==> src/rtl/lfsr_byte_packer.sv <==
// Packs the serial LFSR bit stream MSB-first into WIDTH-bit words and queues
// them in a small FIFO behind a valid/ready port; words arriving while full are dropped and counted.
module lfsr_byte_packer #(
    parameter int unsigned WIDTH = 8,
    parameter int unsigned DEPTH = 4
) (
    input  logic                     clk,
    input  logic                     rst,
    input  logic                     bit_in,
    input  logic                     bit_valid,
    input  logic                     clear,
    output logic [WIDTH-1:0]         out_data,
    output logic                     out_valid,
    input  logic                     out_ready,
    output logic [$clog2(DEPTH):0]   level,
    output logic                     overflow,
    output logic [7:0]               drop_count
);

    localparam int unsigned CW = $clog2(WIDTH);
    localparam int unsigned PW = $clog2(DEPTH);
    localparam int unsigned LW = PW + 1;

    logic [WIDTH-2:0] sr;
    logic [CW-1:0]    bitcnt;
    logic [WIDTH-1:0] mem [DEPTH];
    logic [PW-1:0]    wr_ptr;
    logic [PW-1:0]    rd_ptr;

    logic [WIDTH-1:0] word_c;
    logic             done_c;
    logic             pop_c;
    logic             push_c;
    logic             drop_c;

    // Word completion and FIFO handshake decode; a pop frees the slot for a same-cycle push.
    always_comb begin
        word_c = {sr, bit_in};
        done_c = bit_valid && (bitcnt == CW'(WIDTH - 1));
        pop_c  = out_valid && out_ready;
        push_c = done_c && ((level < LW'(DEPTH)) || pop_c);
        drop_c = done_c && !push_c;
    end

    assign out_valid = (level != '0);
    assign out_data  = out_valid ? mem[rd_ptr] : '0;

    always_ff @(posedge clk or negedge rst) begin
        if (!rst) begin
            sr         <= '0;
            bitcnt     <= '0;
            wr_ptr     <= '0;
            rd_ptr     <= '0;
            level      <= '0;
            overflow   <= 1'b0;
            drop_count <= '0;
        end else if (clear) begin
            sr         <= '0;
            bitcnt     <= '0;
            wr_ptr     <= '0;
            rd_ptr     <= '0;
            level      <= '0;
            overflow   <= 1'b0;
            drop_count <= '0;
        end else begin
            if (bit_valid) begin
                sr     <= word_c[WIDTH-2:0];
                bitcnt <= done_c ? '0 : bitcnt + CW'(1);
            end
            if (push_c) begin
                wr_ptr <= wr_ptr + PW'(1);
            end
            if (pop_c) begin
                rd_ptr <= rd_ptr + PW'(1);
            end
            if (push_c && !pop_c) begin
                level <= level + LW'(1);
            end else if (pop_c && !push_c) begin
                level <= level - LW'(1);
            end
            if (drop_c) begin
                overflow <= 1'b1;
                if (drop_count != 8'hFF) begin
                    drop_count <= drop_count + 8'd1;
                end
            end
        end
    end

    // Storage array carries no reset; level alone says which entries are live.
    always_ff @(posedge clk) begin
        if (push_c && !clear) begin
            mem[wr_ptr] <= word_c;
        end
    end

endmodule

==> config.mk <==
export PLATFORM = sky130hd
export DESIGN_NAME = lfsr_byte_packer
export DESIGN_NICKNAME = d
export VERILOG_FILES = /design/src/rtl/lfsr_byte_packer.sv
export SDC_FILE = /design/constraint.sdc
export NUM_CORES = 1
export LEC_CHECK = 0
export CORE_MARGIN = 2
export CORE_UTILIZATION = 56
export CTS_CLUSTER_DIAMETER = 60
export CTS_CLUSTER_SIZE = 30
export DETAILED_ROUTE_END_ITERATION = 6
export PLACE_DENSITY = 0.81
export SLEW_MARGIN = 20
export SYNTH_ARGS = -nofsm -noshare
export SYNTH_HDL_FRONTEND = slang
export SYNTH_SLANG_ARGS = --single-unit
==> constraint.sdc <==
create_clock -name clk -period 2.7 [get_ports clk]
set_clock_uncertainty 0.1 [all_clocks]
set_input_delay 0.54 -clock clk [delete_from_list [all_inputs] [get_ports clk]]
set_output_delay 0.54 -clock clk [all_outputs]
set_load 0.01 [all_outputs]
==> flow_metrics.py, run 1 <==
metrics = {
    "layout": {
        "finalNetCount": 238,
        "instances_no_fill": 281,
        "layout.cells.most_common": "edfxtp_1",
        "synthToLayoutAreaGrowth_pct": 19.1,
        "layout.cell_area.non_filler_sq_um": 3100,
        "drive_gt1_share_pct": 13.5,
        "register_area_sq_um": 1610,
        "multiInputGateArea_sq_um": 921,
        "mostFrequentLayoutCells": "edfxtp_1, nor2_1, dfrtp_1, clkdlybuf4s50_1, and2_1",
        "filler_cell_count": 292,
        "antenna_cells": 0,
    },
    "place": {
        "dp.final_hpwl_mm": 3.33,
        "numPortBuffers": 26,
        "numPlacedInstances": 264,
        "gpl.final_weighted_congestion": 0.809,
        "placement_stage_cell_area_sq_um": 2940,
    },
    "synthesis": {
        "dominantRegCellSynth": "edfxtp_1",
        "synth.yosys.seq_area_share_pct": 61.9,
        "synth-async-reset-ratio_pct": 44.8,
        "synth_area_per_cell_sq_um": 13.9,
        "yosysTopAreaCellShare_pct": 36.9,
        "syn_nets": 202,
        "synthesis.yosys.warnings": 0,
        "synth_top_cell_by_area": "edfxtp_1",
        "syn_inst_count": 188,
        "largest_cells_by_area_after_synthesis": "edfxtp_1, dfrtp_1, mux4_2, nor2_1, mux2i_1",
        "ys_types": 40,
        "synth_edf_count": 32,
        "ys_seq_elements": 58,
        "netlist_area_sq_um": 2600,
    },
    "min_path": {
        "worst_hold_path.endpoint": "overflow",
        "timing.hold.worst.class": "reg -> reg",
        "whs_path_depth": 2,
        "hp-start": "overflow",
    },
    "global_routing": {
        "grt_first_pass_wirelength_mm": 7.82,
        "grt.met2_usage_pct": 33.2,
        "grt_overflow": 0,
        "grt_start_max_net_pins": 28,
        "top_usage_layer": "met2",
        "grt_antenna_before_repair": 0,
        "vias_in_the_first_global_route": 1612,
        "grt_use_met1_pct": 25.6,
        "grt_use_met3_pct": 4.17,
        "grtUsageTotal_pct": 20.5,
    },
    "floorplan": {
        "core_area_sq_um": 4410,
        "design.die.area_sq_um": 5210,
        "floorplan.io_pins": 27,
        "die_outline_height_um": 72.2,
        "die-width_um": 72.2,
        "floorplan.rows": 24,
        "floorplan.initialDensity_pct": 59.0,
    },
    "sta": {
        "unrepaired_setup_endpoints_after_global_routing": "false",
        "setup_total_negative_slack_ns": 0,
        "post_route_minimum_period_ns": 2.64,
        "finalSetupViolCount": 0,
        "finalCritPeriodShare_pct": 98.0,
        "slew-limit-headroom_pct": 68.8,
        "hold_violations": 0,
        "maxClockFrequency_ghz": 0.378,
        "worst_slew_pin_slew_ns": 0.467,
        "max_transition_viols_final": 0,
    },
    "detailed_routing": {
        "finalWirelength_mm": 4.81,
        "remaining_drc_errors": 0,
        "post_route_ant_nets": 0,
        "post_drt_via_cell_ratio": 5.82,
        "detailedRoute.firstPassIterationCount": 4,
        "first_iter_violations": 105,
        "average_wire_per_cell_in_the_routed_design_um": 17.1,
        "dr_total_vias": 1635,
    },
    "outcome": {
        "status": "finished, final reports clean",
    },
    "critical_path": {
        "worstSetupPathType": "reg -> out",
        "critPathMaxFanout": 8,
        "arrival_ns": 2.00,
        "crit-reg2reg-capture": "mem[1][4]",
        "critical_path.reg2reg.startpoint": "bitcnt[0]",
        "reg2reg_slack_ns": 0.44,
        "end_kind": "primary output",
        "cp_data_required_time_ns": 2.06,
        "startpoint_type": "flop",
        "reg2reg_depth": 6,
    },
    "cts": {
        "clock_tree_from_tritoncts": "done",
        "cts.path.max_buffers": 2,
        "number_of_h_tree_branching_levels": 3,
        "numClockSinks": 58,
        "cts.reportedPaths.clkPinSlew_ns": 0.06,
        "cts-buffers-inserted": 9,
        "clock_insertion_delay_worst_skew_ns": 0.33,
        "number_of_hold_buffers_added_after_cts": 0,
        "ctsRootBufferMaster": "clkbuf_8",
    },
    "power_and_ir_drop": {
        "total_leakage_power_uw": 0.00124,
        "power.density_cell_area_nw_per_um2": 752,
        "vdd_drop_max_mv": 0.441,
    },
    "flow_run": {
        "maxCapViolations": 0,
    },
}
## registers in the layout, indices dropped and copies added (netlist names)
register	count
mem	32
level	3
drop_count	8
wr_ptr	2
rd_ptr	2
bitcnt	3
overflow	1
sr	7
## what timing repair did
| item | 4_1_cts | 5_1_grt |
|---|---|---|
| gates resized for setup | 1 | 2 |
| endpoints found under the setup margin | 8 | 8 |
| setup buffers | 0 | 1 |
## critical path: stages (launching register included)
cell and delay, ns:
dfrtp_2 0.41, buf_12 0.15, mux4_2 0.49, and2_1 0.16
clkdlybuf4s50_1 0.47
## layout make-up
type	count	area share [%]
clock buffer	11	4.24
multi-input combinational	116	29.7
inverter	6	0.726
tap	52	2.10
clock inverter	5	0.686
timing repair buffer	33	10.6
sequential	58	52.0
## stage by stage
step	hold slack, ns	power (uW)	worst slack, ns	util (%)
2_1_floorplan	0.144	1380	0.669	-
3_3_place_gp	0.396	1670	0.297	66.6
3_5_place_dp	0.399	1700	0.193	66.6
4_1_cts	0.431	2330	0.00446	70.0
5_1_grt	0.474	2440	0.000413	70.3
6_report	0.427	2330	0.0551	70.3
## cell families (layout without fill, tap and decap cells)
group	count (synthesis)	after routing	share of synthesized area (%)
fa+ha+maj	8	8	4.13
xor+xnor	8	8	2.69
simple gates	64	64	12.9
flops	58	58	61.9
buf+inv	14	55	2.79
compound gates	18	18	4.85
mux	18	18	10.8
## Yosys cell counts (all sizes together), types with 2 or more instances
library cell,number
nor2b,3
buf,5
nand4b,2
o211ai,3
clkbuf,3
nor3,3
nand2b,2
and2,12
nand3,4
o21ai,3
nor2,27
dfrtp,26
a211oi,2
xor2,5
ha,7
mux2i,10
nand3b,2
xnor2,3
a21oi,4
mux4,8
and3,3
nand2,2
inv,6
edfxtp,32
## how the worst max path moves through the flow
stage,startpoint,to,slack [ns],cells past startpoint
after floorplan,bitcnt[0],mem[0][0],0.67,6
after global placement,out_ready,mem[1][4],0.30,5
after detailed placement,out_ready,mem[2][5],0.19,5
after CTS,rd_ptr[0],out_data[5],0.004,4
after global routing,rd_ptr[0],out_data[1],0.0004,4
final,rd_ptr[0],out_data[5],0.06,4
## layer usage
layer,share of wire (%),vias to the layer above,wire length [um]
met5,0,-,0
met4,2.6,0,127
met3,3.5,14,167
met2,51,53,2450
met1,43,816,2060
li1,-,752,-
## power breakdown
group,switching [uW],leakage (uW),internal [uW]
Combinational,296,0.000502,389
Clock,313,0.0000796,320
Sequential,52.0,0.000660,962
Total,661,0.00124,1670
Note: power is estimated with default switching activity, not from simulation.
==> inputs of run 2 (changes only) <==
GPL_ROUTABILITY_DRIVEN = 0   (was unset)
==> results of run 2 <==
No change in the layout: final DEF, timing and power equal those of run 1.
